$ cat src/rtl/mux_scan_capture.sv
// Scan sequencer around an 8:1 mux stage: steps sel, captures mux_o bit by bit, hands the word out on valid/ready.
// Optional feature: define SCAN_PARITY_EN to add the registered parity output.
module mux_scan_capture #(
    parameter int SEL_W  = 3,
    parameter int SETTLE = 0
) (
    input  logic                  clk,
    input  logic                  rst_n,
    input  logic                  start,
    input  logic                  mux_o,
    output logic [SEL_W-1:0]      sel,
    output logic [(2**SEL_W)-1:0] data,
    output logic                  valid,
    input  logic                  out_ready,
    output logic                  busy
`ifdef SCAN_PARITY_EN
    ,
    output logic                  parity
`endif
);

    localparam int N = 2 ** SEL_W;

    typedef enum logic [1:0] {
        IDLE = 2'd0,
        SCAN = 2'd1,
        DONE = 2'd2
    } state_t;

    state_t             state_reg;
    logic [SEL_W-1:0]   sel_reg;
    logic [N-1:0]       data_reg;
    logic [N-1:0]       shadow_reg;
    logic [N-1:0]       shadow_next;
    logic [3:0]         cnt_reg;
    logic               valid_reg;
    logic               busy_reg;
    logic               last_sel;
    logic               cnt_zero;

    // Shadow word with the bit currently being captured already merged in.
    genvar gi;
    generate
        for (gi = 0; gi < N; gi++) begin : g_merge
            assign shadow_next[gi] = (sel_reg == SEL_W'(gi)) ? mux_o : shadow_reg[gi];
        end
    endgenerate

    assign last_sel = (sel_reg == SEL_W'(N - 1));
    assign cnt_zero = (cnt_reg == 4'd0);

`ifdef SCAN_PARITY_EN
    logic parity_reg;
    always_ff @(posedge clk or negedge rst_n) begin
        if (!rst_n) begin
            parity_reg <= 1'b0;
        end else if (state_reg == SCAN && cnt_zero && last_sel) begin
            parity_reg <= ^shadow_next;
        end
    end
    assign parity = parity_reg;
`endif

    always_ff @(posedge clk or negedge rst_n) begin
        if (!rst_n) begin
            state_reg  <= IDLE;
            sel_reg    <= '0;
            data_reg   <= '0;
            shadow_reg <= '0;
            cnt_reg    <= 4'd0;
            valid_reg  <= 1'b0;
            busy_reg   <= 1'b0;
        end else begin
            case (state_reg)
                IDLE: begin
                    if (start) begin
                        state_reg  <= SCAN;
                        sel_reg    <= '0;
                        cnt_reg    <= 4'(SETTLE);
                        shadow_reg <= '0;
                        busy_reg   <= 1'b1;
                    end
                end
                SCAN: begin
                    if (!cnt_zero) begin
                        cnt_reg <= cnt_reg - 4'd1;
                    end else begin
                        shadow_reg <= shadow_next;
                        if (last_sel) begin
                            state_reg <= DONE;
                            data_reg  <= shadow_next;
                            valid_reg <= 1'b1;
                            busy_reg  <= 1'b0;
                        end else begin
                            sel_reg <= sel_reg + SEL_W'(1);
                            cnt_reg <= 4'(SETTLE);
                        end
                    end
                end
                DONE: begin
                    // The word stays put until downstream takes it; start alone cannot restart.
                    if (valid_reg && out_ready) begin
                        valid_reg <= 1'b0;
                        sel_reg   <= '0;
                        if (start) begin
                            state_reg  <= SCAN;
                            cnt_reg    <= 4'(SETTLE);
                            shadow_reg <= '0;
                            busy_reg   <= 1'b1;
                        end else begin
                            state_reg <= IDLE;
                        end
                    end
                end
                default: begin
                    state_reg <= IDLE;
                    sel_reg   <= '0;
                    valid_reg <= 1'b0;
                    busy_reg  <= 1'b0;
                end
            endcase
        end
    end

    assign sel   = sel_reg;
    assign data  = data_reg;
    assign valid = valid_reg;
    assign busy  = busy_reg;

endmodule

$ cat config.mk
export PLATFORM = sky130hd
export DESIGN_NAME = mux_scan_capture
export DESIGN_NICKNAME = d
export VERILOG_FILES = /design/src/rtl/mux_scan_capture.sv
export SDC_FILE = /design/constraint.sdc
export NUM_CORES = 1
export LEC_CHECK = 0
export BUFFER_PORTS_ARGS = -buffer_cell sky130_fd_sc_hd__buf_2
export CORE_MARGIN = 1.5
export CORE_UTILIZATION = 56
export CTS_BUF_LIST = sky130_fd_sc_hd__clkbuf_16
export CTS_CLUSTER_DIAMETER = 150
export DETAILED_ROUTE_END_ITERATION = 10
export PLACE_DENSITY = 0.78
export RECOVER_POWER = 25
export SETUP_SLACK_MARGIN = 0.3
export SYNTH_ARGS = -nofsm -noshare
export SYNTH_HDL_FRONTEND = slang
export SYNTH_SLANG_ARGS = --single-unit
$ cat constraint.sdc
create_clock -name clk -period 2 [get_ports clk]
set_input_delay 0.3 -clock clk [delete_from_list [all_inputs] [get_ports clk]]
set_output_delay 0.3 -clock clk [all_outputs]
set_load 0.02 [all_outputs]
=== Word level (Yosys, flattened, before mapping) ===
Cells that the tools add are included.

* Input port bits: 5
* Bits in registers: 27
* Output and inout port bits: 13
* Word-level logic and storage cells: 74

* Add/sub/neg operators: 2
* Eq/ne operators: 15
* Mux-type cells: 37
* Bitwise gates (word level): 1
* Reduce and logical (&&, ||, !) cells: 12

{| class="wikitable"
|+ Operator list
! kind !! number
|-
| 8-bit 2-to-1 mux || 3
|-
| 8-bit one-hot mux with 3 select lines || 1
|-
| 1-bit 2-to-1 mux || 16
|-
| 4-bit 2-to-1 mux || 4
|-
| 3-bit equality test (second input constant) || 4
|-
| 3-bit 2-to-1 mux || 4
|-
| 4-bit one-hot mux with 3 select lines || 1
|-
| 3-bit AND reduction || 4
|-
| 4-bit AND reduction || 3
|-
| 2-bit != test (second input constant) || 5
|-
| 3-bit one-hot mux with 3 select lines || 1
|-
| 2-bit 2-to-1 mux || 4
|-
| 3-bit by 2-bit equality test with 1-bit output (second input constant) || 2
|-
| 1-bit one-hot mux with 3 select lines || 2
|-
| 2-bit one-hot mux with 3 select lines || 1
|-
| 4-bit zero test || 1
|-
| 4-bit by 1-bit subtractor with 4-bit output (second input constant) || 1
|-
| 3-bit by 1-bit adder with 3-bit output (second input constant) || 1
|-
| 3-bit by 1-bit equality test with 1-bit output (second input constant) || 1
|-
| 3-bit zero test || 1
|-
| 3-bit != test (second input constant) || 1
|-
| 3-bit nonzero test || 1
|-
| 2-bit by 1-bit equality test with 1-bit output (second input constant) || 1
|-
| 2-bit equality test (second input constant) || 1
|-
| other kinds (3) || 3
|}

=== Depth between registers and ports, before layout ===
Gate-level depths: netlist of run 1.

* Depth after elaboration: 4
* Gate-level depth with buffers: 7
* Depth with buffers taken out: 6

=== Least setup slack after synthesis of run 1 ===
No wires, ideal clock.

* Path type: register to register
* From: register sel_reg[0] (netlist: sel[0])
* To: register sel_reg[1] (netlist: sel[1])
* Library setup time: 122 ps
* Arrival time: 1651 ps
* Data required time: 1878 ps
* Path buffers: 0
* Cell stages (with the launch flop): 6
* Clock period less this slack: 1772 ps
* Slack: 228 ps
* Cells stage by stage: dfrtp_1 -> ha_1 -> ha_1 -> nor4b_1 -> o32ai_1 -> a32o_1

* Cells in the longest elaborated chain, start to end: 4
* Elaborated cells between the ends (all ways): 7
* Those cells by class: add/sub: 1; eq/ne: 2; mux: 3; reduce/logical: 1

{| class="wikitable"
|+ RTL lines
! element !! line !! text
|-
| from (decl) || 31 || <nowiki>logic [SEL_W-1:0] sel_reg;</nowiki>
|-
| from (signal assigned) || 95 || <nowiki>sel_reg <= sel_reg + SEL_W'(1);</nowiki>
|-
| 3-bit by 1-bit adder with 3-bit output || 95 ||
|-
| 3-bit 2-to-1 mux || 89 || <nowiki>if (last_sel) begin</nowiki>
|-
| 3-bit 2-to-1 mux || 85 || <nowiki>if (!cnt_zero) begin</nowiki>
|-
| 3-bit one-hot mux with 3 select lines || 74 || <nowiki>case (state_reg)</nowiki>
|}

Several ways; a longest one is shown, not always the timed one. The select of a mux whose other input is x is not followed.
A chain may end at the register's enable or synchronous reset.

=== Worst setup path after layout of run 1 ===
* From: register cnt_reg[0]
* To: register shadow_reg[4]

* Cells in the longest elaborated chain, start to end: 3

{| class="wikitable"
|+ RTL lines
! element !! line !! text
|-
| from (decl) || 35 || <nowiki>logic [3:0] cnt_reg;</nowiki>
|-
| from (signal assigned) || 79 || <nowiki>cnt_reg <= 4'(SETTLE);</nowiki>
|-
| from (signal assigned) || 86 || <nowiki>cnt_reg <= cnt_reg - 4'd1;</nowiki>
|-
| from (signal assigned) || 96 || <nowiki>cnt_reg <= 4'(SETTLE);</nowiki>
|-
| 4-bit zero test || 50 || <nowiki>assign cnt_zero = (cnt_reg == 4'd0);</nowiki>
|-
| 2-bit != test (no source line) || -- ||
|-
| 3-bit AND reduction (no source line) || -- ||
|-
| to (signal assigned) || 88 || <nowiki>shadow_reg <= shadow_next;</nowiki>
|-
| to (decl) || 33 || <nowiki>logic [N-1:0] shadow_reg;</nowiki>
|}

Every way passes these cells.

==> key figures, run 1 <==
Status
  – Status: completed

Setup path
  – CP delay by family, top: simple AND/OR/NAND/NOR gates
  – Worst path arrival time: about 1900 ps
  – Crit path cell chain: inv_2 -> ha_4 -> nor3b_4 -> nand2b_4 -> nand2_2 -> a221o_1
  – Crit start category: flip-flop
  – Crit path buf inv count: 1
  – Crit-path slowest cell: dfrtp_1
  – Worst setup EP type: flip-flop
  – Critical path required time: 2140 ps
  – Worst path max stage delay: 420 ps
  – Critical path class: flip-flop to flip-flop
  – CP max FO: 5

Global route
  – Most used routing layer: met2
  – Largest net degree at the start of global routing: 27
  – Met3 Usage GRT: between 5 and 6%
  – GR Overflow Total: 0
  – Initial antenna violation count: 0
  – Met1 usage: about a third
  – Vias in the first global route: 1041
  – Met2 Track Usage GR: 39.4%
  – Total track usage: about a quarter
  – First-pass GRT wire length: 4.91 mm

Final layout
  – Max reg flops: 8
  – Post-route cell area: 1720 um^2
  – Fill cells: between 100 and 150
  – Layout cells sized above 1: 28.0%
  – Most common cell after layout, fill and taps aside: nand2_1
  – Most frequent cells in the layout: nand2_1 (25), dfrtp_1 (23), buf_2 (16)
  – Ant diodes: 0
  – Nets: approximately 180
  – Syn-to-layout area delta: 24.8%
  – Non-filler instance count after layout: about 190

Synthesis
  – Number of synthesized flops with an enable pin: 0
  – Post-Synth Simple-Gate Area: 18.7%
  – Ys Warns: 0
  – Yosys reg bits: 26
  – Synth Instances: 143
  – Async S/R FF share, synth: 100%
  – Mapped cell area: ~1400 um^2
  – Mux share of post-synthesis cell area: 2.91%
  – Compound-Gate Fraction of Synth Area: 19.3%
  – Biggest area consumer among synthesized cells: dfrtp_1
  – Post-Synth Adder-Cell Area: 7.28%
  – Combinational family with the most area after synthesis: compound AO/OA/AOI/OAI gates
  – Post-synth top flop: dfrtp_1
  – Post-Synth XOR/XNOR Area: 0%
  – Synth Net Count: between 150 and 200
  – Top cells by area, synth: dfrtp_1 (47%), ha_1 (7.3%), nand2_1 (7.1%), o21ai_1 (5.5%), mux2i_1 (2.9%)
  – Seq/Total Area, Yosys: 47.3%
  – Synthesized area per cell: approximately 9.6 um^2
  – Share of the synthesized area in the top cell type: 47.3%
  – Distinct cells, synth: 34

Placement
  – Placed Area: 1480 um^2
  – Number of port buffers: 17
  – Place WS: 193 ps
  – Routability cong.: 0.828
  – DP HPWL: approximately 2.1 mm
  – Placed cell count: 183

CTS
  – Clk sink count: 26
  – Clock Latency Late Sink: 260 ps
  – TritonCTS buffer count: 3
  – CTS H-tree lvls: 1
  – Clock transition at path regs: around 70 ps
  – CTS tree: yes
  – Clock Tree Buf Depth: 2
  – Clock root cell: clkbuf_16

STA
  – Slew @ Worst Pin: 1410 ps
  – Clock Skew: roughly 5.5 ps
  – Crit share post-route: 86.1%
  – Fin worst setup slack: 279 ps
  – Setup TNS: 0 ps
  – Min Clock Period, post-route: 1720 ps
  – Hold slack: roughly 320 ps
  – Slew Viols, Final: 0
  – Rel. slew slack: 6.26%
  – RSZ-0062 raised after global routing: true
  – Final Hold Vio Count: 0
  – Max Clk Rate: 581 MHz
  – Setup violators final: 0

Pwr
  – LEAKAGE: approximately 0.80 nW
  – Worst VDD drop: about 1.1 mV
  – Pwr dens: 1550 nW/um^2

Floorplanning
  – Core footprint: 2250 um^2
  – Full die area: 2760 um^2
  – Die height: roughly 53 um
  – Num rows: 17
  – Die width: 52.6 um
  – Num ports: 18
  – Initial core utilization: 61.0%

Routing
  – Number of vias per cell: 5.99
  – Wire per inst: 17.7 um
  – Final ANT Viol Nets: 0
  – TritonRoute pass-1 iters: 4
  – Vias after detailed routing: ~1200
  – Residual DRC: 0
  – DRT Wirelength: approximately 3.4 mm
  – Iteration-0 DRC Markers: 41

Job
  – Max cap viols: 0

Min path
  – Hold Path Class: input pin to flip-flop
[Yosys cell counts (3+ instances only)]
library cell,number
inv_1,7
a211o_1,4
ha_1,8
dfrtp_1,26
a221o_1,3
a31oi_1,4
nand2_1,26
o21ai_1,15
mux2i_1,4
clkbuf_1,3
nor2_1,9
and2_1,5
o2bb2ai_1,3
[stage by stage]
| step | power [W] | utilization, % |
|---|---|---|
| 2_1_floorplan | 0.00157 | - |
| 3_3_place_gp | 0.00178 | 65.5 |
| 3_5_place_dp | 0.00183 | 65.5 |
| 4_1_cts | 0.00247 | 71.3 |
| 5_1_grt | 0.00281 | 76.1 |
| 6_report | 0.00266 | 76.1 |
[layer usage]
layer,vias up,part of all wire (%)
met1,556,43
met4,0,1.4
met2,46,49
met5,-,0
li1,542,-
met3,7,6.2
[what timing repair did]
item	4_1_cts	5_1_grt
resized for setup	3	19
endpoints found under the setup margin	10	20
setup buffers	1	4
hold buffers	0	0
pin swaps	0	7
[layout make-up]
| cell class | count | area (um^2) | area share (%) |
|---|---|---|---|
| clock inverter | 1 | 30.0 | 1.75 |
| tap | 28 | 35.0 | 2.04 |
| inverter | 8 | 30.0 | 1.75 |
| multi-input combinational | 103 | 754 | 44.0 |
| timing repair buffer | 23 | 136 | 7.95 |
| clock buffer | 3 | 75.1 | 4.38 |
| sequential | 26 | 654 | 38.1 |
[final timing paths]
path / endpoint / cells past startpoint / startpoint / slack [ps]
min: busy / 3 / start / 320
max reg2reg: shadow_reg[4] / 6 / cnt_reg[0] / 280
max in group asynchronous: sel[0] / 1 / rst_n / 720
min reg2reg: data[5] / 2 / data[5] / 480
max: shadow_reg[4] / 6 / cnt_reg[0] / 280
min in group asynchronous: data[3] / 1 / rst_n / 350
[report_power, final]
group | internal (W) | switching [W]
Combinational | 0.000504 | 0.000659
Sequential | 0.000708 | 0.000203
Clock | 0.000399 | 0.000188
[worst reg2reg max path, cell delays in order, from the launching register on]
cell	delay, ps
dfrtp_1	420
inv_2	100
ha_4	140
nor3b_4	320
nand2b_4	210
nand2_2	80
a221o_1	350
[cells by family (layout without fill, tap and decap cells)]
kind of cell	count (synthesis)	after routing
compound gates	39	39
fa+ha+maj	8	8
buf+inv	14	35
flops	26	26
mux	4	4
simple gates	52	52
No activity file was read; power rests on OpenSTA's default activity.
==> run 2: changes to the inputs <==
==> constraint.sdc (replaced) <==
create_clock -name clk -period 1.9 [get_ports clk]
set_input_delay 0.285 -clock clk [delete_from_list [all_inputs] [get_ports clk]]
set_output_delay 0.285 -clock clk [all_outputs]
set_load 0.02 [all_outputs]
==> run 2 against run 1 <==
Critical path depth stayed put. Final cell count is 6.8% higher. Critical path type unchanged. Worst hold slack worse by 26 ps. Combinational power is 21% higher. Global-route usage is 1.2 points higher. Via count is 8.6% higher. Sequential power is 3.5% higher. Largest cell class unchanged. Clock skew is 3.4 ps higher. Sequential cell count stayed put. Core utilization is 4.6 points higher. Clock power is 20% lower. First-iteration DRC count stayed put.
==> key figures, run 2 (same netlist as run 1, synthesis figures left out) <==
Final layout
  – Fill cells: 138 (-2.8%)
  – Multi-input gate area: 786 um^2 (+4.1%)
  – Most frequent cells in the layout: nand2_1 (25), dfrtp_1 (22), buf_4 (17)
  – Syn-to-layout area delta: 32.3%
  – Ant diodes: 0 (unchanged)
  – Max reg flops: 8 (unchanged)
  – Seq. cell area: 656 um^2 (+0.19%)
  – Most common cell after layout, fill and taps aside: nand2_1
  – Nets: 191 (+7.3%)
  – Layout cells sized above 1: 37.3% (+9.2 points)
  – Non-filler instance count after layout: 205 (+6.8%)

STA
  – Slew @ Worst Pin: 1380 ps (-30.3 ps)
  – Final Hold Vio Count: 0 (unchanged)
  – Clock Skew: 8.96 ps (+3.42 ps)
  – Setup violators final: 0 (unchanged)
  – Rel. slew slack: 8.28% (+2.0 points)
  – RSZ-0062 raised after global routing: true
  – Slew Viols, Final: 0 (unchanged)
  – Min Clock Period, post-route: 1670 ps (-55.3 ps)
  – Crit share post-route: 87.7% (+1.6 points)
  – Setup TNS: 0 ps (unchanged)
  – Max Clk Rate: 600 MHz (+3.3%)

Pwr
  – Worst VDD drop: 0.934 mV (-15%)
  – Clk pwr share: 16.6% (-5.5 points)
  – LEAKAGE: 0.850 nW (+6.9%)
  – Pwr dens: 1540 nW/um^2 (-0.48%)
  – Sequential share of power: 33.6% (-0.6 points)
  – Switching part of the total: 40.2% (+0.76 points)
  – Switching pwr: 0.00113 W (+7.6%)
  – Power Internal: 0.00168 W (+4.2%)
  – Comb pwr share: 49.8% (+6.1 points)

CTS
  – Clock Tree Buf Depth: 2 (unchanged)
  – Clock Latency Late Sink: 260 ps (about the same)
  – Hold bufs inserted after CTS: 0 (unchanged)
  – Clock root cell: clkbuf_16
  – Clk sink count: 26 (unchanged)
  – Clock transition at path regs: 70 ps (about the same)
  – TritonCTS buffer count: 3 (unchanged)
  – CTS tree: yes
  – CTS H-tree lvls: 1 (unchanged)

Floorplanning
  – Num ports: 18 (unchanged)
  – Core footprint: 2250 um^2 (unchanged)
  – Initial core utilization: 61.0% (unchanged)
  – Die width: 52.6 um (unchanged)
  – Num rows: 17 (unchanged)
  – Die height: 52.6 um (unchanged)
  – Full die area: 2760 um^2 (unchanged)

Routing
  – Residual DRC: 0 (unchanged)
  – DRT Wirelength: 3.51 mm (+3.1%)
  – Final ANT Viol Nets: 0 (unchanged)
  – Wire per inst: 17.1 um (-3.4%)
  – Number of vias per cell: 6.10 (+1.7%)
  – Vias after detailed routing: 1250 (+8.6%)
  – TritonRoute pass-1 iters: 4 (unchanged)
  – Iteration-0 DRC Markers: 41 (unchanged)

Global route
  – Largest net degree at the start of global routing: 27 (unchanged)
  – First-pass GRT wire length: 5.26 mm (+7.0%)
  – GR Overflow Total: 0 (unchanged)
  – Total track usage: 26.2% (+1.2 points)
  – Initial antenna violation count: 0 (unchanged)
  – Vias in the first global route: 1145 (+10%)

Setup path
  – Critical path class: flip-flop to flip-flop
  – CP delay by family, top: flip-flops
  – Critical path required time: 2030 ps (-110 ps)
  – Reg2Reg Setup Slack: 230 ps (-40 ps)
  – Crit path buf inv count: 2 (+1)
  – Worst setup EP type: flip-flop
  – CP max FO: 4 (-1)
  – Crit path cell chain: buf_4 -> inv_1 -> ha_2 -> nand2_1 -> and2_1 -> a221o_1
  – Crit-path slowest cell: dfrtp_2
  – Worst path arrival time: 1800 ps (-70 ps)
  – Worst path max stage delay: 440 ps (+20 ps)
  – Crit start category: flip-flop

Status
  – Status: completed

Placement
  – Placed cell count: 183 (unchanged)
  – Number of port buffers: 17 (unchanged)
  – Routability cong.: 0.815 (-1.6%)
  – DP HPWL: 2.00 mm (-2.9%)

Min path
  – Hold Path Class: input pin to flip-flop

Job
  – Max cap viols: 0 (unchanged)
[run 2: worst register-to-register path: cells and delay by family (launching register included)]
kind	cells	cell delay, ps
DFF	1	440
and+or+nand+nor	2	320
AOI/OAI and AO/OA	1	310
buffers and inverters	2	250
adders and majority gates	1	220
[run 2: metrics by stage]
| step | power (W) | cell area (um^2) | util, % | setup WS [ps] | hold slack [ps] |
|---|---|---|---|---|---|
| detailed placement | 0.00196 | 1510 | 67.0 | 164 | 317 |
| CTS | 0.00262 | 1710 | 75.7 | 305 | 39.6 |
| finish | 0.00281 | 1820 | 80.7 | 234 | 291 |
| floorplan | 0.00169 | 1420 | - | 309 | -10.6 |
| global route | 0.00298 | 1820 | 80.7 | 184 | 310 |
| global placement | 0.00192 | 1510 | 67.0 | 242 | 301 |
[run 2: path summary, 6_finish.rpt]
kind                            cells after the start            end  startpoint
worst max-delay path                                6  shadow_reg[6]      sel[0]
worst min-delay path                                3           busy       start
worst max register to register                      6  shadow_reg[6]      sel[0]
worst min register to register                      2        data[6]     data[6]
max in group asynchronous                           1   state_reg[1]       rst_n
min in group asynchronous                           1           busy       rst_n
[run 2: routing by layer]
| metal | up-vias | part of all wire, % | GRT usage, % |
|---|---|---|---|
| met5 | - | 0 | 0 |
| met4 | 0 | 1.8 | 8.12 |
| met2 | 58 | 52 | 44.6 |
| met3 | 11 | 5.0 | 4.29 |
| li1 | 567 | - | - |
| met1 | 614 | 41 | 33.9 |
[run 2: what timing repair did]
action	CTS	global route
endpoints found under the hold margin	0	0
setup buffers	8	10
setup endpoints to repair	17	16
gates resized for setup	15	11
pin swaps	4	5
[run 2: area by class of cell]
class | instances | area share [%]
Inverter | 8 | 1.65
Sequential cell | 26 | 36.0
Multi-Input combinational cell | 103 | 43.2
Tap cell | 28 | 1.93
Clock buffer | 3 | 4.13
Clock inverter | 1 | 0.206
Timing Repair Buffer | 36 | 12.9
[run 2: power by group through the flow]
| stage | combinational [W] | sequential [W] | clock (W) |
|---|---|---|---|
| floorplan | 0.000688 | 0.00101 | 0 |
| global placement | 0.000986 | 0.000935 | 0 |
| detailed placement | 0.00102 | 0.000945 | 0 |
| CTS | 0.00123 | 0.000927 | 0.000461 |
| global route | 0.00152 | 0.000964 | 0.000496 |
| finish | 0.00140 | 0.000943 | 0.000467 |
==> run 3: changes to the inputs <==
--- a/config.mk
+++ b/config.mk
@@ -5,13 +5,14 @@
 export SDC_FILE = /design/constraint.sdc
 export NUM_CORES = 1
 export LEC_CHECK = 0
+export ABC_AREA = 1
 export BUFFER_PORTS_ARGS = -buffer_cell sky130_fd_sc_hd__buf_2
 export CORE_MARGIN = 1.5
 export CORE_UTILIZATION = 56
 export CTS_BUF_LIST = sky130_fd_sc_hd__clkbuf_16
 export CTS_CLUSTER_DIAMETER = 150
 export DETAILED_ROUTE_END_ITERATION = 10
-export PLACE_DENSITY = 0.78
+export PLACE_DENSITY = 0.77
 export RECOVER_POWER = 25
 export SETUP_SLACK_MARGIN = 0.3
 export SYNTH_ARGS = -nofsm -noshare
==> run 3 against run 2 <==
Critical path depth rose by 2. Combinational power decreased by 19%. Setup slack gained 170 ps. Fmax increased by 11%. Global-route usage decreased by 3.0 points. Critical endpoint is now data[1]. Highest routed layer unchanged.
==> key figures, run 3 <==
Floorplanning
  – Num ports: 18 (unchanged)
  – Num rows: 18 (+1)
  – Full die area: 2870 um^2 (+4.0%)
  – Core footprint: 2450 um^2 (+8.9%)
  – Die width: 53.6 um (+2.0%)
  – Die height: 53.6 um (+2.0%)
  – Initial core utilization: 58.4% (-2.6 points)

Setup path
  – Worst path arrival time: 1640 ps (-160 ps)
  – Worst path max stage delay: 390 ps (-50 ps)
  – Crit start category: flip-flop
  – Crit-path slowest cell: dfrtp_1
  – Critical path class: flip-flop to flip-flop
  – CP max FO: 11 (+7)
  – Critical path required time: 2050 ps (+20 ps)
  – R2R Path Start: sel[1]
  – Reg2reg end: data[1]
  – Reg2Reg Setup Slack: 400 ps (+170 ps)
  – Worst R2R Path Depth: 8 (+2)
  – Crit path cell chain: ha_1 -> ha_1 -> inv_1 -> nor2_2 -> nand2_4 -> buf_4 -> nand2_1 -> nand2_1
  – Worst setup EP type: flip-flop

Synthesis
  – Count leader, synth: nand2_1
  – Post-synth top cells: nand2_1 (80), dfrtp_1 (27), inv_1 (17)
  – Number of synthesized flops with an enable pin: 0 (unchanged)
  – Seq/Total Area, Yosys: 47.2% (-0.15 points)
  – Async S/R FF share, synth: 100% (unchanged)
  – Post-synth top flop: dfrtp_1
  – Synthesized area per cell: 7.96 um^2 (-17%)
  – Biggest area consumer among synthesized cells: dfrtp_1
  – Mapped cell area: 1430 um^2 (+4.2%)
  – Distinct cells, synth: 21 (-38%)
  – Synth Net Count: 193 (+24%)
  – Top cells by area, synth: dfrtp_1 (47%), nand2_1 (21%), ha_1 (7.0%), inv_1 (4.5%), o21ai_0 (3.8%)
  – Share of the synthesized area in the top cell type: 47.2% (-0.15 points)
  – Synth Instances: 180 (+26%)
  – Yosys reg bits: 27 (+3.8%)
  – Ys Warns: 0 (unchanged)

Routing
  – Iteration-0 DRC Markers: 38 (-7.3%)
  – Vias after detailed routing: 1226 (-1.9%)
  – Final ANT Viol Nets: 0 (unchanged)
  – Number of vias per cell: 5.17 (-15%)
  – DRT Wirelength: 3.02 mm (-14%)
  – Wire per inst: 12.8 um (-26%)
  – TritonRoute pass-1 iters: 4 (unchanged)
  – Residual DRC: 0 (unchanged)

Placement
  – Number of port buffers: 17 (unchanged)
  – DP HPWL: 2.22 mm (+11%)
  – Routability cong.: 0.789 (-3.2%)

STA
  – Final Hold Vio Count: 0 (unchanged)
  – Crit share post-route: 78.8% (-8.9 points)
  – Min Clock Period, post-route: 1500 ps (-169 ps)
  – Clock Skew: 3.81 ps (-5.15 ps)
  – RSZ-0062 raised after global routing: false
  – Slew @ Worst Pin: 1410 ps (+30.2 ps)
  – Slew Viols, Final: 0 (unchanged)
  – Max Clk Rate: 668 MHz (+11%)
  – Setup TNS: 0 ps (unchanged)
  – Setup violators final: 0 (unchanged)
  – Rel. slew slack: 6.27% (-2.0 points)

Final layout
  – Most frequent cells in the layout: nand2_1 (80), dfrtp_1 (27), inv_1 (17)
  – Syn-to-layout area delta: 17.4%
  – Fin util: 68.5% (-12 points)
  – Ant diodes: 0 (unchanged)
  – Layout cells sized above 1: 18.8% (-18 points)
  – Fill cells: 196 (+42%)
  – Most common cell after layout, fill and taps aside: nand2_1
  – Nets: 221 (+16%)

Global route
  – GR Overflow Total: 0 (unchanged)
  – Vias in the first global route: 1143 (-0.17%)
  – Largest net degree at the start of global routing: 28 (+3.7%)
  – Initial antenna violation count: 0 (unchanged)
  – First-pass GRT wire length: 4.82 mm (-8.3%)
  – Total track usage: 23.1% (-3.0 points)

CTS
  – Clock Latency Late Sink: 260 ps (about the same)
  – Clock Tree Buf Depth: 2 (unchanged)
  – Clk sink count: 27 (+3.8%)
  – Clock root cell: clkbuf_16
  – CTS H-tree lvls: 1 (unchanged)
  – Clock transition at path regs: 60 ps (about the same)
  – Hold bufs inserted after CTS: 0 (unchanged)
  – CTS tree: yes
  – TritonCTS buffer count: 3 (unchanged)

Min path
  – Hold Path Class: input pin to async pin

Pwr
  – Pwr dens: 1500 nW/um^2 (-3.0%)
  – Worst VDD drop: 1.02 mV (+8.7%)
  – LEAKAGE: 0.912 nW (+7.2%)

Job
  – Max cap viols: 0 (unchanged)

Status
  – Status: completed
run 3: where the power goes:
| part | total, W | switching (W) | internal, W |
|---|---|---|---|
| sequential | 0.000907 | 0.000142 | 0.000765 |
| clock | 0.000470 | 0.000188 | 0.000282 |
| combinational | 0.00114 | 0.000726 | 0.000416 |
| total | 0.00252 | 0.00106 | 0.00146 |
run 3: per-stage QoR:
| stage | hold slack [ps] | setup WS (ps) | area (um^2) | total power [W] | cells |
|---|---|---|---|---|---|
| after floorplan | -10.6 | 415 | 1430 | 0.00167 | 180 |
| after global placement | 318 | 421 | 1540 | 0.00192 | 226 |
| after detailed placement | 324 | 338 | 1540 | 0.00197 | 226 |
| after CTS | 47.4 | 328 | 1620 | 0.00244 | 230 |
| after global routing | 447 | 314 | 1680 | 0.00272 | 237 |
| final | 338 | 403 | 1680 | 0.00252 | 237 |
run 3: cell families after synthesis:
group	after synthesis	share of synthesized area, %
AOI/OAI and AO/OA	20	7.77
adders and majority gates	8	6.99
DFF	27	47.2
and+or+nand+nor	103	31.1
xor gates and xnor gates	2	1.22
buffers and inverters	20	5.76
run 3: worst max-delay path by stage:
stage           start          to
2_1_floorplan  sel[0]     data[7]
3_3_place_gp   sel[0]  cnt_reg[0]
3_5_place_dp   sel[0]  cnt_reg[3]
4_1_cts        sel[0]  cnt_reg[3]
5_1_grt        sel[1]     data[1]
6_report       sel[1]     data[1]
run 3: final cells by class:
type                    instances  area, um^2  area share (%)
clock buffers                   3        75.1            4.46
repair buffers                 24         136            8.11
clock inverters                 1        3.75           0.223
inverters                      19        71.3            4.24
well taps                      30        37.5            2.23
flip-flops and latches         27         676            40.2
multi-input cells             133         682            40.6
run 3: metal layers:
metal,vias to the layer above,share of wire [%],GRT usage (%)
met5,-,0,0
met4,0,0.89,6.84
met3,4,2.8,2.78
met2,33,50,41.8
met1,573,46,28.9
li1,616,-,-
run 3: what timing repair did:
item,in CTS,in global routing
resized for setup,0,2
setup endpoints to repair,0,10
setup buffers,0,7
hold endpoints to repair,0,0
run 3: worst max-delay path, delay by kind of cell, from the launching register on:
kind	cells	cell delay (ps)
flip-flops	1	390
buffers and inverters	2	240
adder cells (fa/ha/maj)	2	340
AND/OR/NAND/NOR	4	410
